<file path="config.mk">
export PLATFORM = sky130hd
export DESIGN_NAME = seg_scan_drive
export DESIGN_NICKNAME = d
export VERILOG_FILES = /design/src/rtl/seg_scan_drive.sv
export SDC_FILE = /design/constraint.sdc
export NUM_CORES = 1
export LEC_CHECK = 0
export BUFFER_PORTS_ARGS = -buffer_cell sky130_fd_sc_hd__buf_2
export CORE_UTILIZATION = 35
export CTS_CLUSTER_SIZE = 10
export DETAILED_ROUTE_END_ITERATION = 12
export HOLD_SLACK_MARGIN = 0.03
export PLACE_DENSITY = 0.49
export REMOVE_ABC_BUFFERS = 1
export SKIP_CTS_REPAIR_TIMING = 1
export SLEW_MARGIN = 10
export SYNTH_ARGS = -nofsm -noshare
export SYNTH_HDL_FRONTEND = slang
export SYNTH_SLANG_ARGS = --single-unit
export TNS_END_PERCENT = 100
</file>
<file path="constraint.sdc">
create_clock -name sclk -period 3.01 [get_ports sclk]
set_input_delay 0.301 -clock sclk [delete_from_list [all_inputs] [get_ports sclk]]
set_output_delay 0.301 -clock sclk [all_outputs]
set_load 0.02 [all_outputs]
</file>
<file path="src/rtl/seg_scan_drive.sv">
// Multiplexed seven-segment scan driver with per-slot dead time, tear-free
// frame-boundary updates and optional leading-zero suppression.
module seg_scan_drive #(
  parameter int unsigned DIGITS       = 4,
  parameter int unsigned SCAN_CYCLES  = 50_000,
  parameter int unsigned BLANK_CYCLES = 500
) (
  input  logic                  sclk,
  input  logic                  s_rst_n,
  input  logic                  en,
  input  logic                  load,
  input  logic [4*DIGITS-1:0]   data,
  input  logic [DIGITS-1:0]     dp,
  input  logic                  lz_blank,
  output logic [DIGITS-1:0]     sel,
  output logic [7:0]            seg,
  output logic                  frame_start
);

  localparam int unsigned CNT_W = $clog2(SCAN_CYCLES);
  localparam int unsigned IDX_W = (DIGITS > 1) ? $clog2(DIGITS) : 1;
  localparam int unsigned NIB_W = 4 * DIGITS;

  logic [CNT_W-1:0]  cnt;
  logic [IDX_W-1:0]  idx;
  logic [NIB_W-1:0]  pend_data;
  logic [DIGITS-1:0] pend_dp;
  logic              pend_valid;
  logic [NIB_W-1:0]  disp_data;
  logic [DIGITS-1:0] disp_dp;

  logic              slot_end;
  logic              boundary;
  logic              in_blank;
  logic [IDX_W-1:0]  msnz;
  logic [3:0]        nib;
  logic              dig_dp;
  logic              dig_blank;
  logic [6:0]        hex7;
  logic [DIGITS-1:0] sel_nxt;
  logic [7:0]        seg_nxt;

  assign slot_end = (cnt == CNT_W'(SCAN_CYCLES - 1));
  assign boundary = en && slot_end && (idx == IDX_W'(DIGITS - 1));
  assign in_blank = (cnt < CNT_W'(BLANK_CYCLES));

  // Current digit nibble/dp and the most-significant nonzero digit position
  always_comb begin
    nib    = 4'h0;
    dig_dp = 1'b0;
    msnz   = '0;
    for (int i = 0; i < DIGITS; i++) begin
      if (idx == IDX_W'(i)) begin
        nib    = disp_data[4*i +: 4];
        dig_dp = disp_dp[i];
      end
      if (i > 0 && disp_data[4*i +: 4] != 4'h0) begin
        msnz = IDX_W'(i);
      end
    end
  end

  assign dig_blank = lz_blank && (idx > msnz);

  always_comb begin
    hex7 = 7'h7F;
    case (nib)
      4'h0: hex7 = 7'h40;
      4'h1: hex7 = 7'h79;
      4'h2: hex7 = 7'h24;
      4'h3: hex7 = 7'h30;
      4'h4: hex7 = 7'h19;
      4'h5: hex7 = 7'h12;
      4'h6: hex7 = 7'h02;
      4'h7: hex7 = 7'h78;
      4'h8: hex7 = 7'h00;
      4'h9: hex7 = 7'h10;
      4'hA: hex7 = 7'h08;
      4'hB: hex7 = 7'h03;
      4'hC: hex7 = 7'h46;
      4'hD: hex7 = 7'h21;
      4'hE: hex7 = 7'h06;
      4'hF: hex7 = 7'h0E;
      default: hex7 = 7'h7F;
    endcase
  end

  always_comb begin
    sel_nxt = '1;
    seg_nxt = 8'hFF;
    if (!in_blank) begin
      sel_nxt = ~(DIGITS'(1) << idx);
      seg_nxt = {~dig_dp, dig_blank ? 7'h7F : hex7};
    end
  end

  always_ff @(posedge sclk) begin
    if (!s_rst_n) begin
      cnt         <= '0;
      idx         <= '0;
      pend_data   <= '0;
      pend_dp     <= '0;
      pend_valid  <= 1'b0;
      disp_data   <= '0;
      disp_dp     <= '0;
      sel         <= '1;
      seg         <= 8'hFF;
      frame_start <= 1'b0;
    end else begin
      frame_start <= boundary && pend_valid;

      // A load on the boundary cycle stays pending; display takes the older contents
      if (load) begin
        pend_data  <= data;
        pend_dp    <= dp;
        pend_valid <= 1'b1;
      end else if (boundary) begin
        pend_valid <= 1'b0;
      end

      if (boundary && pend_valid) begin
        disp_data <= pend_data;
        disp_dp   <= pend_dp;
      end

      if (!en) begin
        cnt <= '0;
        idx <= '0;
        sel <= '1;
        seg <= 8'hFF;
      end else begin
        sel <= sel_nxt;
        seg <= seg_nxt;
        if (slot_end) begin
          cnt <= '0;
          idx <= (idx == IDX_W'(DIGITS - 1)) ? '0 : idx + IDX_W'(1);
        end else begin
          cnt <= cnt + CNT_W'(1);
        end
      end
    end
  end

endmodule

</file>
Word level (Yosys, flattened, before mapping)
Memories as Yosys holds them, arrays and structs flattened. A register that Yosys moved wholly into a read port is not among the register bits.
Index checks and enable logic that the tools add are counted.

word-level totals
  register bits after elaboration = 65
  memory bits (read-only) = 112
  input bits = 25
  word-level logic and storage cells = 51
  memories = 1

cells by class
  $add $sub $neg = 2
  $lt $le $gt $ge = 2
  equality and inequality tests = 4
  shift operators = 1
  muxes and demuxes = 14
  bitwise operators = 4
  reduce and logical (&&, ||, !) cells = 13

memories
  name             depth  bits a word  read ports  clocked after memory_dff  wr ports  RTL line  text
  (no name shown)  16     7            1           1                         0         67        case (nib)

operators by type and width
  kind                     number
  $add A16 B1 Y16 const B  1
  $eq A16 B16 Y1 const B   1
  $lt A16 B9 Y1 const B    1
  $mux W4                  4
  $reduce_bool A4 Y1       3
  $mux W1                  7
  $mux W2                  3
  $reduce_or A3 Y1         2
  $eq A2 B2 Y1 const B     2
  $logic_and A1 B1 Y1      4
  $not A4 Y4               1
  $reduce_or A4 Y1         1
  $shl A1 B2 Y4 const A    1
  $not A1 Y1               3
  $add A2 B1 Y2 const B    1
  $eq A2 B1 Y1 const B     1
  $gt A2 B2 Y1             1
  $logic_not A2 Y1         1
  $reduce_and A2 Y1        1
  $reduce_bool A2 Y1       1

Logic depth before layout (Yosys ltp)
  depth in word-level cells = 7
  depth in mapped cells = 11
  gate-level depth less buffers = 10

Worst setup path after synthesis
No wires, ideal clock.

  path kind = register to register
  start point = register idx[1]
  end point = register seg[3]
  arrival time = 2.030 ns
  setup slack = 0.858 ns
  stages on the path, launching flop included = 12
  cells stage by stage = dfxtp_1 inv_1 ha_1 buf_4 a21oi_1 o21ai_0 a22oi_1 inv_1 ha_1 mux2_2 nor2_1 o21ai_0

between the ends
  longest elaborated chain between the ends = 5
  elaborated cells between the ends (all ways) = 11
  classes of those cells = order compare (1); eq/ne (3); mux (4); reduce/logical (3)

RTL lines
  element                 RTL line  text
  start, declared         25        logic [IDX_W-1:0] idx;
  start signal, assigned  136       idx <= (idx == IDX_W'(DIGITS - 1)) ? '0 : idx + IDX_W'(1);
  $logic_not A2 Y1        53        if (idx == IDX_W'(i)) begin
  $mux W4 (4 in a row)    53
  end, declared           16        output logic [7:0] seg,

Several ways; a longest one is shown, not always the timed one.
A chain may end at the register's enable or synchronous reset.

Final worst setup path
  start point = register idx[0]
  end point = register seg[5]

The elaborated chain is that of the path after synthesis.

==> flow_metrics.py <==
metrics = {
    "setup_path": {
        "arrival_ps": 2690,
        "worstSetupPathType": "reg -> reg",
        "cp-start-kind": "flop",
        "crit_required_ps": 3210,
        "endpoint_kind": "flop",
        "cp-startpoint": "idx[0]",
        "worstReg2RegStart": "idx[0]",
        "critPathMaxFanout": 9,
    },
    "synthesis": {
        "synth_top_cell_by_area": "dfxtp_1",
        "synthCells": 347,
        "yosysTopAreaCellShare": 0.447,
        "synth_edf_count": 0,
        "syn_area_per_cell_sq_um": 9.30,
        "ys_seq_area_frac": 0.447,
        "synth_ff_type": "dfxtp_1",
        "synth_cell_types": 52,
        "netlist_area_sq_um": 3230,
        "synth_area_leaders": "dfxtp_1, mux2i_1, ha_1, nand2_1, nor2b_1",
        "ys_warn_count": 0,
        "async_flop_share": 0,
        "synth_seq_cells": 72,
    },
    "die": {
        "die_w_um": 98.0,
        "core_area_sq_um": 8810,
        "ioPinCount": 38,
        "initial_utilization": 0.367,
        "die-area_sq_um": 9610,
        "rows": 34,
        "die_h_um": 98.0,
    },
    "finish": {
        "n_fill_cell": 907,
        "design_area_sq_um": 3670,
        "final_nets": 418,
        "fin_util": 0.417,
        "final_cell_mix": "dfxtp_1, nand2_1, buf_2",
        "antenna_cells": 0,
        "area_growth_pct": 13.6,
        "layout_commonest_cell": "dfxtp_1",
        "drive_gt1_frac": 0.164,
    },
    "timing": {
        "relSlewSlack": 0.531,
        "final-setup-viol-count": 0,
        "min_period_ps": 2490,
        "max_freq_mhz": 401,
        "final.setup.worst_slack_ps": 518,
        "holdWs_ps": 209,
        "finalSetupTns_ps": 0,
        "slew_violations": 0,
        "tightest_slew_ps": 703,
        "fin_worst_skew_ps": 8.27,
        "fin_crit_sh": 0.828,
        "grt_setup_unrepaired": "false",
        "hold_violations": 0,
    },
    "placement": {
        "hpwl_um": 4460,
        "gp_routability_congestion": 0.746,
        "postPlaceCellArea_sq_um": 3480,
        "io_buffers": 37,
        "post-place-ws_ps": 532,
    },
    "route": {
        "vias_per_cell": 4.90,
        "postRouteWirelength_um": 6430,
        "drc": 5,
        "vias": 2410,
        "drtPass1Iterations": 8,
        "ant_nets": 0,
        "post_drt_wl_per_cell_um": 13.1,
        "drt_iter0_markers": 110,
    },
    "power": {
        "ir_drop_mv": 0.293,
        "power.leakage_nw": 1.43,
        "p_per_area_nw_per_um2": 489,
    },
    "global_routing": {
        "grt_max_degree": 31,
        "gr-total-overflow": 0,
        "grt_pass1_wl_um": 11300,
        "first_global_vias": 2283,
        "track_usage": 0.148,
        "grt_antenna_before_repair": 0,
    },
    "clock_tree": {
        "insertion_delay_ps": 340,
        "cts_max_level": 3,
        "clkTransAtPathRegs_ps": 80,
        "cts_buffers": 9,
        "clockRootBuffer": "clkbuf_8",
        "ctsLongestPathBuffers": 2,
        "cts_tree": "built",
        "cts.sinks": 72,
    },
    "run_status": {
        "violations": "design-rule violations",
        "status": "finished, violations left",
    },
    "flow_run": {
        "drv_cap": 0,
    },
    "worst_hold_path": {
        "hp-class": "in -> reg",
        "hold_path.startpoint": "dp[0]",
    },
}
[Yosys cell counts (2+ instances only)]
cell type / instances
a21boi_0: 17
a21boi_1: 3
a21oi_1: 9
and3_1: 6
and4_1: 2
buf_2: 6
buf_4: 5
clkbuf_1: 8
dfxtp_1: 72
ha_1: 13
inv_1: 9
mux2i_1: 21
nand2_1: 41
nand3_1: 7
nand3b_1: 4
nand4_1: 2
nor2_1: 25
nor2b_1: 23
nor3_1: 2
nor3b_1: 2
o21a_1: 2
o21ai_0: 23
o221ai_1: 2
o311ai_1: 2
or4_1: 2
xnor2_1: 5
xor2_1: 9
[power breakdown]
| group | switching [mW] | internal (mW) | total [mW] |
|---|---|---|---|
| logic | 0.0316 | 0.0371 | 0.0687 |
| clock network | 0.344 | 0.400 | 0.744 |
| registers | 0.00970 | 0.970 | 0.980 |
[path summary, 6_finish.rpt]
| kind | to | slack [ps] | cells past startpoint |
|---|---|---|---|
| min | pend_dp[0] | 210 | 3 |
| max reg2reg | seg[5] | 520 | 10 |
| max | seg[5] | 520 | 10 |
| min reg2reg | disp_dp[1] | 460 | 2 |
[stage by stage]
step / instances / power, mW
floorplan: 328 / 1.03
global placement: 477 / 1.07
detailed placement: 477 / 1.07
finish: 492 / 1.79
global route: 492 / 1.88
CTS: 492 / 1.82
[sequential cells by signal (all words and copies together), names as in the netlist]
name / flops
pend_dp: 4
frame_start: 1
pend_valid: 1
cnt: 16
pend_data: 16
seg: 8
sel: 4
disp_data: 16
idx: 2
disp_dp: 4
[metal layers]
| metal | vias up | global-route usage | wire length (um) |
|---|---|---|---|
| met5 | - | 0 | 0 |
| met2 | 43 | 0.214 | 2670 |
| li1 | 1256 | - | - |
| met4 | 0 | 0.0524 | 82 |
| met1 | 1103 | 0.204 | 3440 |
| met3 | 8 | 0.0487 | 246 |
[area by class of cell]
type	instances	area (sq um)	share of cell area
multi-input cells	247	1660	0.451
flip-flops and latches	72	1440	0.393
repair buffers	41	215	0.0587
clock buffers	12	145	0.0396
well taps	108	135	0.0368
clock inverters	3	42.5	0.0116
inverters	9	33.8	0.00921
[critical path, cell delays in order (launching register included)]
cell	delay, ps
dfxtp_1	400
inv_1	100
ha_1	320
a21oi_1	140
o21ai_0	90
a22oi_1	410
inv_1	190
ha_1	270
nor2b_1	150
a21oi_1	160
o221ai_1	130
[kinds of logic after synthesis]
group / Yosys count / share of synthesized area
XOR/XNOR: 14 / 0.0380
AO/OA/AOI/OAI: 72 / 0.151
flip-flops: 72 / 0.447
adder cells (fa/ha/maj): 13 / 0.0504
AND/OR/NAND/NOR: 126 / 0.205
multiplexers: 22 / 0.0686
buffers and inverters: 28 / 0.0407
Power figures use the tool's default switching activity.
